==> src/rtl/mem_access_ctrl_if.sv <==
// Request/response and memory-side signals of the load/store access sequencer.
// The core (or bench) drives through master; the sequencer uses slave.
interface mem_access_ctrl_if;
   logic        req_valid;
   logic        req_ready;
   logic        req_we;
   logic [1:0]  req_size;
   logic        req_unsigned;
   logic [63:0] req_addr;
   logic [63:0] req_wdata;
   logic        rsp_valid;
   logic [63:0] rsp_rdata;
   logic        rsp_misalign;
   logic [63:0] mem_addr;
   logic [63:0] mem_wdata;
   logic        mem_wr;
   logic [63:0] mem_rdata;

   modport slave (
      input  req_valid, req_we, req_size, req_unsigned, req_addr, req_wdata, mem_rdata,
      output req_ready, rsp_valid, rsp_rdata, rsp_misalign, mem_addr, mem_wdata, mem_wr
   );

   modport master (
      output req_valid, req_we, req_size, req_unsigned, req_addr, req_wdata, mem_rdata,
      input  req_ready, rsp_valid, rsp_rdata, rsp_misalign, mem_addr, mem_wdata, mem_wr
   );
endinterface

==> src/rtl/mem_access_ctrl.sv <==
// Load/store sequencer for a 64-bit data memory: aligned loads with extension,
// read-modify-write for sub-doubleword stores, misaligned requests rejected.
module mem_access_ctrl #(
   parameter int WAIT_CYCLES = 1
) (
   input  logic            Clk,
   input  logic            Reset,
   mem_access_ctrl_if.slave bus
);
   localparam int CNT_W = (WAIT_CYCLES < 2) ? 1 : $clog2(WAIT_CYCLES + 1);

   typedef enum logic [1:0] {IDLE, READ, WRITE, RESP} state_t;

   state_t           state_q;
   logic [CNT_W-1:0] cnt_q;
   logic             lat_we_q;
   logic             lat_uns_q;
   logic [1:0]       lat_size_q;
   logic [63:0]      lat_addr_q;
   logic [63:0]      lat_wdata_q;
   logic [63:0]      rd_buf_q;
   logic [63:0]      rsp_rdata_q;
   logic             rsp_mis_q;

   logic [63:0]      ld_data_d;
   logic [63:0]      merge_d;
   logic             req_mis_d;

   function automatic logic misaligned(input logic [1:0] sz, input logic [2:0] a);
      case (sz)
         2'd0:    return 1'b0;
         2'd1:    return a[0];
         2'd2:    return a[1:0] != 2'd0;
         default: return a != 3'd0;
      endcase
   endfunction

   function automatic logic [63:0] extract(input logic [63:0] d, input logic [1:0] sz,
                                           input logic [2:0] lane, input logic uns);
      logic [63:0] f;
      f = d >> {lane, 3'b000};
      case (sz)
         2'd0:    return uns ? {56'd0, f[7:0]}  : {{56{f[7]}},  f[7:0]};
         2'd1:    return uns ? {48'd0, f[15:0]} : {{48{f[15]}}, f[15:0]};
         2'd2:    return uns ? {32'd0, f[31:0]} : {{32{f[31]}}, f[31:0]};
         default: return f;
      endcase
   endfunction

   // Replace only the byte lanes covered by the store; other lanes keep the read value.
   function automatic logic [63:0] merge(input logic [63:0] rbuf, input logic [63:0] wd,
                                         input logic [1:0] sz, input logic [2:0] lane);
      logic [63:0] sh;
      logic [7:0]  m;
      logic [63:0] r;
      sh = wd << {lane, 3'b000};
      case (sz)
         2'd0:    m = 8'h01;
         2'd1:    m = 8'h03;
         2'd2:    m = 8'h0F;
         default: m = 8'hFF;
      endcase
      m = m << lane;
      for (int i = 0; i < 8; i++) begin
         r[8*i +: 8] = m[i] ? sh[8*i +: 8] : rbuf[8*i +: 8];
      end
      return r;
   endfunction

   assign req_mis_d = misaligned(bus.req_size, bus.req_addr[2:0]);
   assign ld_data_d = extract(bus.mem_rdata, lat_size_q, lat_addr_q[2:0], lat_uns_q);
   assign merge_d   = merge(rd_buf_q, lat_wdata_q, lat_size_q, lat_addr_q[2:0]);

   // Strobes decode from state alone so reset kills a pending write immediately.
   assign bus.req_ready    = (state_q == IDLE);
   assign bus.rsp_valid    = (state_q == RESP);
   assign bus.mem_wr       = (state_q == WRITE);
   assign bus.mem_addr     = {lat_addr_q[63:3], 3'b000};
   assign bus.mem_wdata    = merge_d;
   assign bus.rsp_rdata    = rsp_rdata_q;
   assign bus.rsp_misalign = rsp_mis_q;

   always_ff @(posedge Clk or negedge Reset) begin
      if (!Reset) begin
         state_q     <= IDLE;
         cnt_q       <= '0;
         lat_we_q    <= 1'b0;
         lat_uns_q   <= 1'b0;
         lat_size_q  <= 2'd0;
         lat_addr_q  <= 64'd0;
         lat_wdata_q <= 64'd0;
         rd_buf_q    <= 64'd0;
         rsp_rdata_q <= 64'd0;
         rsp_mis_q   <= 1'b0;
      end else begin
         case (state_q)
            IDLE: begin
               if (bus.req_valid) begin
                  lat_we_q    <= bus.req_we;
                  lat_uns_q   <= bus.req_unsigned;
                  lat_size_q  <= bus.req_size;
                  lat_addr_q  <= bus.req_addr;
                  lat_wdata_q <= bus.req_wdata;
                  if (req_mis_d) begin
                     rsp_rdata_q <= 64'd0;
                     rsp_mis_q   <= 1'b1;
                     state_q     <= RESP;
                  end else if (bus.req_we && bus.req_size == 2'd3) begin
                     state_q <= WRITE;
                  end else begin
                     cnt_q   <= CNT_W'(WAIT_CYCLES);
                     state_q <= READ;
                  end
               end
            end
            READ: begin
               cnt_q <= cnt_q - CNT_W'(1);
               if (cnt_q == CNT_W'(1)) begin
                  rd_buf_q <= bus.mem_rdata;
                  if (lat_we_q) begin
                     state_q <= WRITE;
                  end else begin
                     rsp_rdata_q <= ld_data_d;
                     rsp_mis_q   <= 1'b0;
                     state_q     <= RESP;
                  end
               end
            end
            WRITE: begin
               rsp_rdata_q <= 64'd0;
               rsp_mis_q   <= 1'b0;
               state_q     <= RESP;
            end
            RESP: begin
               state_q <= IDLE;
            end
            default: state_q <= IDLE;
         endcase
      end
   end

   a_wait_cycles: assert property (@(posedge Clk) WAIT_CYCLES >= 1);

endmodule
==> src/flat_wrapper.sv <==
// flat-port wrapper written by rule: the top's interface ports become plain ports
module mem_access_ctrl_flat 
#(
   parameter int WAIT_CYCLES = 1
)
  (Clk, Reset, bus_req_valid, bus_req_we, bus_req_size, bus_req_unsigned, bus_req_addr, bus_req_wdata, bus_mem_rdata, bus_req_ready, bus_rsp_valid, bus_rsp_rdata, bus_rsp_misalign, bus_mem_addr, bus_mem_wdata, bus_mem_wr);
  mem_access_ctrl_if bus_i ();
  input  logic Clk;
  input  logic Reset;
  input wire logic [$bits(bus_i.req_valid)-1:0] bus_req_valid;
  input wire logic [$bits(bus_i.req_we)-1:0] bus_req_we;
  input wire logic [$bits(bus_i.req_size)-1:0] bus_req_size;
  input wire logic [$bits(bus_i.req_unsigned)-1:0] bus_req_unsigned;
  input wire logic [$bits(bus_i.req_addr)-1:0] bus_req_addr;
  input wire logic [$bits(bus_i.req_wdata)-1:0] bus_req_wdata;
  input wire logic [$bits(bus_i.mem_rdata)-1:0] bus_mem_rdata;
  output wire logic [$bits(bus_i.req_ready)-1:0] bus_req_ready;
  output wire logic [$bits(bus_i.rsp_valid)-1:0] bus_rsp_valid;
  output wire logic [$bits(bus_i.rsp_rdata)-1:0] bus_rsp_rdata;
  output wire logic [$bits(bus_i.rsp_misalign)-1:0] bus_rsp_misalign;
  output wire logic [$bits(bus_i.mem_addr)-1:0] bus_mem_addr;
  output wire logic [$bits(bus_i.mem_wdata)-1:0] bus_mem_wdata;
  output wire logic [$bits(bus_i.mem_wr)-1:0] bus_mem_wr;
  assign bus_i.req_valid = bus_req_valid;
  assign bus_i.req_we = bus_req_we;
  assign bus_i.req_size = bus_req_size;
  assign bus_i.req_unsigned = bus_req_unsigned;
  assign bus_i.req_addr = bus_req_addr;
  assign bus_i.req_wdata = bus_req_wdata;
  assign bus_i.mem_rdata = bus_mem_rdata;
  assign bus_req_ready = bus_i.req_ready;
  assign bus_rsp_valid = bus_i.rsp_valid;
  assign bus_rsp_rdata = bus_i.rsp_rdata;
  assign bus_rsp_misalign = bus_i.rsp_misalign;
  assign bus_mem_addr = bus_i.mem_addr;
  assign bus_mem_wdata = bus_i.mem_wdata;
  assign bus_mem_wr = bus_i.mem_wr;
  mem_access_ctrl #(.WAIT_CYCLES(WAIT_CYCLES)) u_core (.Clk(Clk), .Reset(Reset), .bus(bus_i));
endmodule
==> config.mk <==
export PLATFORM = sky130hd
export DESIGN_NAME = mem_access_ctrl_flat
export DESIGN_NICKNAME = d
export VERILOG_FILES = /design/src/rtl/mem_access_ctrl_if.sv /design/src/rtl/mem_access_ctrl.sv /design/src/flat_wrapper.sv
export SDC_FILE = /design/constraint.sdc
export NUM_CORES = 1
export LEC_CHECK = 0
export CAP_MARGIN = 20
export CORE_UTILIZATION = 45
export DETAILED_ROUTE_END_ITERATION = 8
export GPL_TIMING_DRIVEN = 0
export PLACE_DENSITY = 0.8
export SYNTH_ARGS = -nofsm -noshare
export SYNTH_HDL_FRONTEND = slang
export SYNTH_SLANG_ARGS = --single-unit
==> constraint.sdc <==
create_clock -name Clk -period 2.5 [get_ports Clk]
set_clock_uncertainty 0.05 [all_clocks]
set_input_delay 0.625 -clock Clk [delete_from_list [all_inputs] [get_ports Clk]]
set_output_delay 0.625 -clock Clk [all_outputs]
set_load 0.005 [all_outputs]
==> results of run 1 <==
[flip-flops by register name, summed over array words and instances, names as in the netlist]
signal	flops
u_core.bus.rsp_misalign	1
u_core.bus.rsp_rdata	64
u_core.cnt_q	1
u_core.lat_addr_q	64
u_core.lat_size_q	2
u_core.lat_uns_q	1
u_core.lat_wdata_q	64
u_core.lat_we_q	1
u_core.rd_buf_q	64
u_core.state_q	2
[cells in the mapped netlist, drive strengths merged, types with 14 or more instances]
library cell	number
a2bb2oi	18
a31oi	34
a21oi	57
dfrtp	264
mux2i	77
a221oi	14
nor2	69
o21ai	88
mux2	260
a22oi	25
nand2	148
mux4	16
buf	121
clkbuf	53
inv	14
o211ai	36
[cells by family after synthesis]
family / Yosys count
multiplexers: 353
other: 1
flip-flops: 264
adder cells (fa/ha/maj): 5
AO/OA/AOI/OAI: 317
AND/OR/NAND/NOR: 276
buffers and inverters: 189
[through the flow]
stage	TNS, ps	area, sq um	total power, mW	worst slack (ps)	instances
after floorplan	0	15200	18.0	44.1	1407
after global placement	-2853950	19700	26.7	-10370	2240
after detailed placement	-128430	19700	27.0	-1240	2242
after CTS	-37440	22700	36.0	-797	2385
after global routing	-44480	23500	39.9	-924	2419
final	-42580	23500	38.5	-931	2420
[worst max-delay path: stages (launching register included)]
cell and delay [ps]:
dfrtp_1 390, buf_6 140, buf_8 130, buf_12 120, a21o_1 190, a22oi_2 220, o32ai_4 150, buf_6 150
buf_6 120, buf_6 110, mux2i_2 210, nand2_1 120, buf_2 140
[layout make-up]
cell class | count | area, sq um | area share (%)
buffer | 164 | 1380 | 5.87
clock buffer | 38 | 820 | 3.49
timing repair buffer | 529 | 5280 | 22.5
inverter | 15 | 60.1 | 0.256
antenna | 1 | 2.50 | 0.0107
sequential | 264 | 6610 | 28.2
clock inverter | 13 | 184 | 0.784
tap | 442 | 553 | 2.36
multi-input combinational | 954 | 8580 | 36.6
[routing by layer]
layer / global-route usage [%] / vias to the layer above
met5: 0 / -
met4: 19.3 / 2
met3: 8.53 / 277
met2: 58.6 / 1070
met1: 45.5 / 7202
li1: - / 6144
[what timing repair did]
action	CTS	global route
setup endpoints to repair	173	186
resized for setup	672	116
cloned	7	4
pin swaps	58	66
hold endpoints to repair	53	0
buffers inserted	87	49
hold buffers	1	0
[final timing paths]
| kind | depth (start not counted) | from | end |
|---|---|---|---|
| max | 12 | u_core.lat_addr_q[1]$_DFFE_PN0P_ | bus_mem_wdata[36] |
| min | 2 | u_core.bus.rsp_rdata[23]$_DFFE_PN0P_ | u_core.bus.rsp_rdata[23]$_DFFE_PN0P_ |
| max reg2reg | 5 | u_core.lat_size_q[1]$_DFFE_PN0P_ | u_core.bus.rsp_rdata[60]$_DFFE_PN0P_ |
| min reg2reg | 2 | u_core.bus.rsp_rdata[23]$_DFFE_PN0P_ | u_core.bus.rsp_rdata[23]$_DFFE_PN0P_ |
| max in group asynchronous | 3 | Reset | u_core.lat_addr_q[60]$_DFFE_PN0P_ |
| min in group asynchronous | 2 | Reset | u_core.lat_addr_q[13]$_DFFE_PN0P_ |
[power by group]
group / switching, mW / internal [mW] / total (mW)
logic: 12.2 / 13.3 / 25.5
clock network: 1.82 / 2.71 / 4.52
registers: 2.07 / 6.37 / 8.44
==> run_results.csv, run 1 <==
group,metric,value,unit
power_and_ir_drop,powerDensity,1640,nW/um^2
run_status,result_of_the_run,"complete, but fails checks",
finish,num-fill-cells,2298,
finish,design.final.nets,2160,
min_path,min_path_type,"flop to flop",
critical_path,cp-start-kind,"flop",
grt,grt_pass1_vias,14700,
timing,setup_viol_count_final,64,
detailed_routing,dr.pass1.iters,8,
yosys,synth_sequential_area_ratio,43.6,%
detailed_routing,detail_route.wirelength.met1,24.1,mm
yosys,synth_cell_type_count,59,
grt,track_usage,36.4,%
critical_path,critPathMaxFanout,5,
clocking,cts-root-to-sink-buffers,3,
detailed_routing,detail_route.iter0.violations,1385,
detailed_routing,routed-via-count,14700,
yosys,share_of_synthesized_cell_area_in_full_adder_half_adder_and_majority_cells,0.413,%
timing,finalCriticalPeriod,3430,ps
clocking,tritoncts,"done",
grt,global_route_wire_length_before_repair,92.3,mm
timing,max_slew_margin,40.4,%
detailed_routing,routed_wire_length_per_instance,26.8,um
placement,final_gp_congestion,0.963,
detailed_routing,post_drt_via_cell_ratio,6.07,
grt,grt_overflow,0,
yosys,yosys_register_bits,264,
yosys,synth_top_family_by_area,"multiplexers",
clocking,h-tree-depth,1,
detailed_routing,route.antenna.remaining_nets,0,
finish,utilization,71.4,%
critical_path,setup.worst_path.class,"flop to primary output",
floorplanning,floorplan.initialDensity,46.1,%
yosys,syn_avg_cell_area,10.8,sq um
timing,hold_viol,0,
run_status,violations,"negative setup slack",
finish,mostFrequentLayoutCell,"clkdlybuf4s50_1",
timing,fin_hold_ws,434,ps
yosys,post-synth-top-area-fraction,43.6,%
yosys,synth.area.top_cells,"dfrtp_1 44%, mux2_2 19%, mux2i_1 5.1%",
power_and_ir_drop,worst_ir_drop_vdd,0.00111,V
power_and_ir_drop,p_leak,9.99,nW
detailed_routing,maxUsedRoutingLayer,"met5",
detailed_routing,routed-wl-met3,7.33,mm
floorplanning,placementRows,66,
critical_path,critPathArrivalTime,2760,ps
finish,layout.cells.most_common_list,"323 x clkdlybuf4s50_1, 261 x dfrtp_1, 230 x mux2_2, 131 x nand2_1, 127 x buf_4",
timing,final_max_slew_viol_count,0,
finish,synthesis_to_layout_area_growth,54.8,%
flow_run,timing.max_cap.violations,0,
grt,grt_max_degree,118,
critical_path,worst-r2r-setup-slack,40,ps
critical_path,crit_required,1820,ps
clocking,cts_root_buf,"clkbuf_16",
finish,layout_cells_sized_above_1,42.5,%
yosys,syn_inst,1405,
yosys,yosys_warnings,0,
floorplanning,die_width,186,um
clocking,clock_insertion_delay_worst_skew,560,ps
detailed_routing,postRouteWirelength,64.9,mm
yosys,synthDominantAreaCellType,"dfrtp_1",
floorplanning,chip_height,186,um
yosys,post_synth_instance_area,15200,sq um
timing,setup_ws,-931,ps
timing,fmax,0.292,GHz
yosys,synth-edff-count,0,
yosys,asyncSetResetFlopFracSynth,100,%
clocking,clk_pin_slew,60,ps
placement,place.detailed.hpwl,46.8,mm
timing,grt_setup_unrepaired,"true",
timing,worst_slew_pin_slew,894,ps
floorplanning,ports,395,
yosys,synth-compound-area-share,14.3,%
floorplanning,die_area,34400,sq um
floorplanning,floorplan.core_area,32900,sq um
yosys,synth_xor_xnor_area_share,0,%
clocking,numClockSinks,264,
timing,final.period_utilization,137,%
grt,antenna_found_initial,1,
detailed_routing,route.met2.wl,29.3,mm
clocking,cts_buffers,28,
yosys,synth_mux_area_share,26.8,%
critical_path,critical_path.endpoint_type,"primary output",
placement,io_buffer_count,391,
yosys,synth_simple_gate_area_share,7.94,%
yosys,synth_top_flop_cell,"dfrtp_1",
detailed_routing,detail_route.drc_violations,0,
No activity file was read; power rests on OpenSTA's default activity.
==> run 2, diff against run 1 <==
--- a/config.mk
+++ b/config.mk
@@ -5,11 +5,12 @@
 export SDC_FILE = /design/constraint.sdc
 export NUM_CORES = 1
 export LEC_CHECK = 0
+export ABC_CLOCK_PERIOD_IN_PS = 4250
 export CAP_MARGIN = 20
-export CORE_UTILIZATION = 45
+export CORE_UTILIZATION = 46
 export DETAILED_ROUTE_END_ITERATION = 8
 export GPL_TIMING_DRIVEN = 0
-export PLACE_DENSITY = 0.8
+export PLACE_DENSITY = 0.78
 export SYNTH_ARGS = -nofsm -noshare
 export SYNTH_HDL_FRONTEND = slang
 export SYNTH_SLANG_ARGS = --single-unit
==> constraint.sdc (replaced) <==
create_clock -name Clk -period 4.25 [get_ports Clk]
set_clock_uncertainty 0.05 [all_clocks]
set_input_delay 1.0625 -clock Clk [delete_from_list [all_inputs] [get_ports Clk]]
set_output_delay 1.0625 -clock Clk [all_outputs]
set_load 0.005 [all_outputs]
==> run_results.csv, run 2 (synthesis gave the netlist of run 1 again) <==
group,metric,value,unit
grt,global_route_wire_length_before_repair,86.1,mm
critical_path,setup.worst_path.class,"flop to primary output",
power_and_ir_drop,p_sw,7.87,mW
run_status,result_of_the_run,"completed",
finish,num-fill-cells,2652,
critical_path,critPathMaxFanout,10,
finish,layout.cell_area.non_filler,21000,sq um
timing,max_slew_margin,45.0,%
clocking,tritoncts,"done",
floorplanning,placementRows,66,
grt,grt_overflow,0,
power_and_ir_drop,power_frac_comb,60.7,%
power_and_ir_drop,worst_ir_drop_vdd,0.000566,V
clocking,cts_root_buf,"clkbuf_16",
critical_path,critical_path.most_common_cell,"buf_2",
detailed_routing,dr.pass1.iters,5,
power_and_ir_drop,p_int,11.3,mW
finish,layout_cells_sized_above_1,27.6,%
timing,final.period_utilization,99.5,%
detailed_routing,detail_route.drc_violations,0,
critical_path,ff2ff_path_depth,7,
timing,setup-tns-final,0,ps
clocking,h-tree-depth,1,
floorplanning,ports,395,
clocking,cts-root-to-sink-buffers,3,
finish,layout.cells.most_common_list,"386 x clkdlybuf4s50_1, 264 x dfrtp_1, 260 x mux2_2, 145 x nand2_1, 81 x buf_4",
finish,instances_no_fill,2299,
critical_path,worst_path_largest_cell_delay,570,ps
placement,place.detailed.instances,2242,
flow_run,timing.max_cap.violations,0,
finish,design.final.nets,2038,
placement,io_buffer_count,391,
clocking,cts_buffers,28,
timing,hold_viol,0,
critical_path,critPathArrivalTime,3110,ps
power_and_ir_drop,p_sw_share,41.1,%
floorplanning,floorplan.initialDensity,46.7,%
clocking,numClockSinks,264,
power_and_ir_drop,powerDensity,911,nW/um^2
critical_path,cp-start-kind,"flop",
clocking,cts-hold-fix-buffers,0,
timing,setup_viol_count_final,0,
placement,place.detailed.hpwl,46.3,mm
timing,setup_ws,22.9,ps
critical_path,critical-path-slowest-cell,"clkdlybuf4s50_1",
floorplanning,die_area,33700,sq um
timing,worst_slew_pin_slew,826,ps
finish,utilization,64.8,%
timing,final_max_slew_viol_count,0,
clocking,clk_pin_slew,70,ps
floorplanning,chip_height,184,um
placement,placed_cell_area,19700,sq um
power_and_ir_drop,p_leak,8.78,nW
placement,final_gp_congestion,0.968,
critical_path,critical_path.endpoint_type,"primary output",
detailed_routing,routed_wire_length_per_instance,25.3,um
min_path,min_path_type,"primary input to asynchronous set/reset pin",
grt,grt_max_degree,102,
detailed_routing,route.antenna.remaining_nets,0,
timing,fin_hold_ws,410,ps
detailed_routing,postRouteWirelength,58.3,mm
detailed_routing,detail_route.iter0.violations,1128,
floorplanning,die_width,184,um
grt,antenna_found_initial,1,
power_and_ir_drop,pwr-share-clk,14.1,%
power_and_ir_drop,sequential_group_share_of_total_power,25.2,%
power_and_ir_drop,design_power_total,19.1,mW
floorplanning,floorplan.core_area,32500,sq um
timing,fmax,0.237,GHz
critical_path,crit_required,3140,ps
finish,synthesis_to_layout_area_growth,38.6,%
clocking,clock_insertion_delay_worst_skew,560,ps
detailed_routing,routed-via-count,13600,
grt,grt_pass1_vias,13700,
finish,mostFrequentLayoutCell,"clkdlybuf4s50_1",
placement,place_worst_setup_slack,67.6,ps
critical_path,path_cells,"buf_2, or2_2, buf_2, nor2_2, nand3b_1, buf_4, nand2_1, o21ai_1, clkdlybuf4s50_1",
detailed_routing,post_drt_via_cell_ratio,5.92,
grt,track_usage,34.4,%
timing,finalCriticalPeriod,4230,ps
-- run 2: layout make-up --
class	count	area (sq um)	area share, %
antenna	1	2.50	0.0119
inverter	15	56.3	0.268
clock inverter	17	244	1.16
timing repair buffer	397	4010	19.1
buffer	174	1120	5.32
tap	442	553	2.63
sequential	264	6610	31.4
multi-input combinational	954	7650	36.4
clock buffer	35	778	3.70
-- run 2: layer usage --
metal,vias to the layer above,GRT usage [%],routed length (um)
li1,5903,-,-
met1,6700,45.4,23300
met2,852,55.3,26400
met3,162,6.46,5730
met4,0,14.9,2800
met5,-,0,0
-- run 2: power by group through the flow --
stage               Combinational, mW  Sequential (mW)  Clock, mW
floorplan                        6.24             4.34          0
global placement                 10.9             4.76          0
detailed placement               11.0             4.81          0
CTS                              11.4             4.78       2.73
global route                     12.3             4.92       2.84
finish                           11.6             4.83       2.70
-- run 2: timing repair --
action	4_1_cts	5_1_grt
setup endpoints to repair	57	39
pin swaps	1	1
buffers inserted	2	2
resized for setup	68	34
-- run 2: worst paths after layout --
path                                                     start                                  end  slack [ps]
max in group asynchronous                                Reset    u_core.lat_addr_q[58]$_DFFE_PN0P_        2770
hold / removal                                           Reset    u_core.lat_addr_q[10]$_DFFE_PN0P_         410
setup reg to reg                 u_core.state_q[0]$_DFFE_PN0P_    u_core.lat_addr_q[59]$_DFFE_PN0P_        1260
setup / recovery              u_core.lat_size_q[0]$_DFFE_PN0P_                    bus_mem_wdata[44]          20
min in group Clk           u_core.bus.rsp_rdata[1]$_DFFE_PN0P_  u_core.bus.rsp_rdata[1]$_DFFE_PN0P_         430
hold reg to reg            u_core.bus.rsp_rdata[1]$_DFFE_PN0P_  u_core.bus.rsp_rdata[1]$_DFFE_PN0P_         430
-- run 2: critical path, delay by kind of cell, from the launching register on --
kind / cells / cell delay [ps]
buffers and inverters: 4 / 1190
AOI/OAI and AO/OA: 1 / 200
and+or+nand+nor: 4 / 790
DFF: 1 / 370
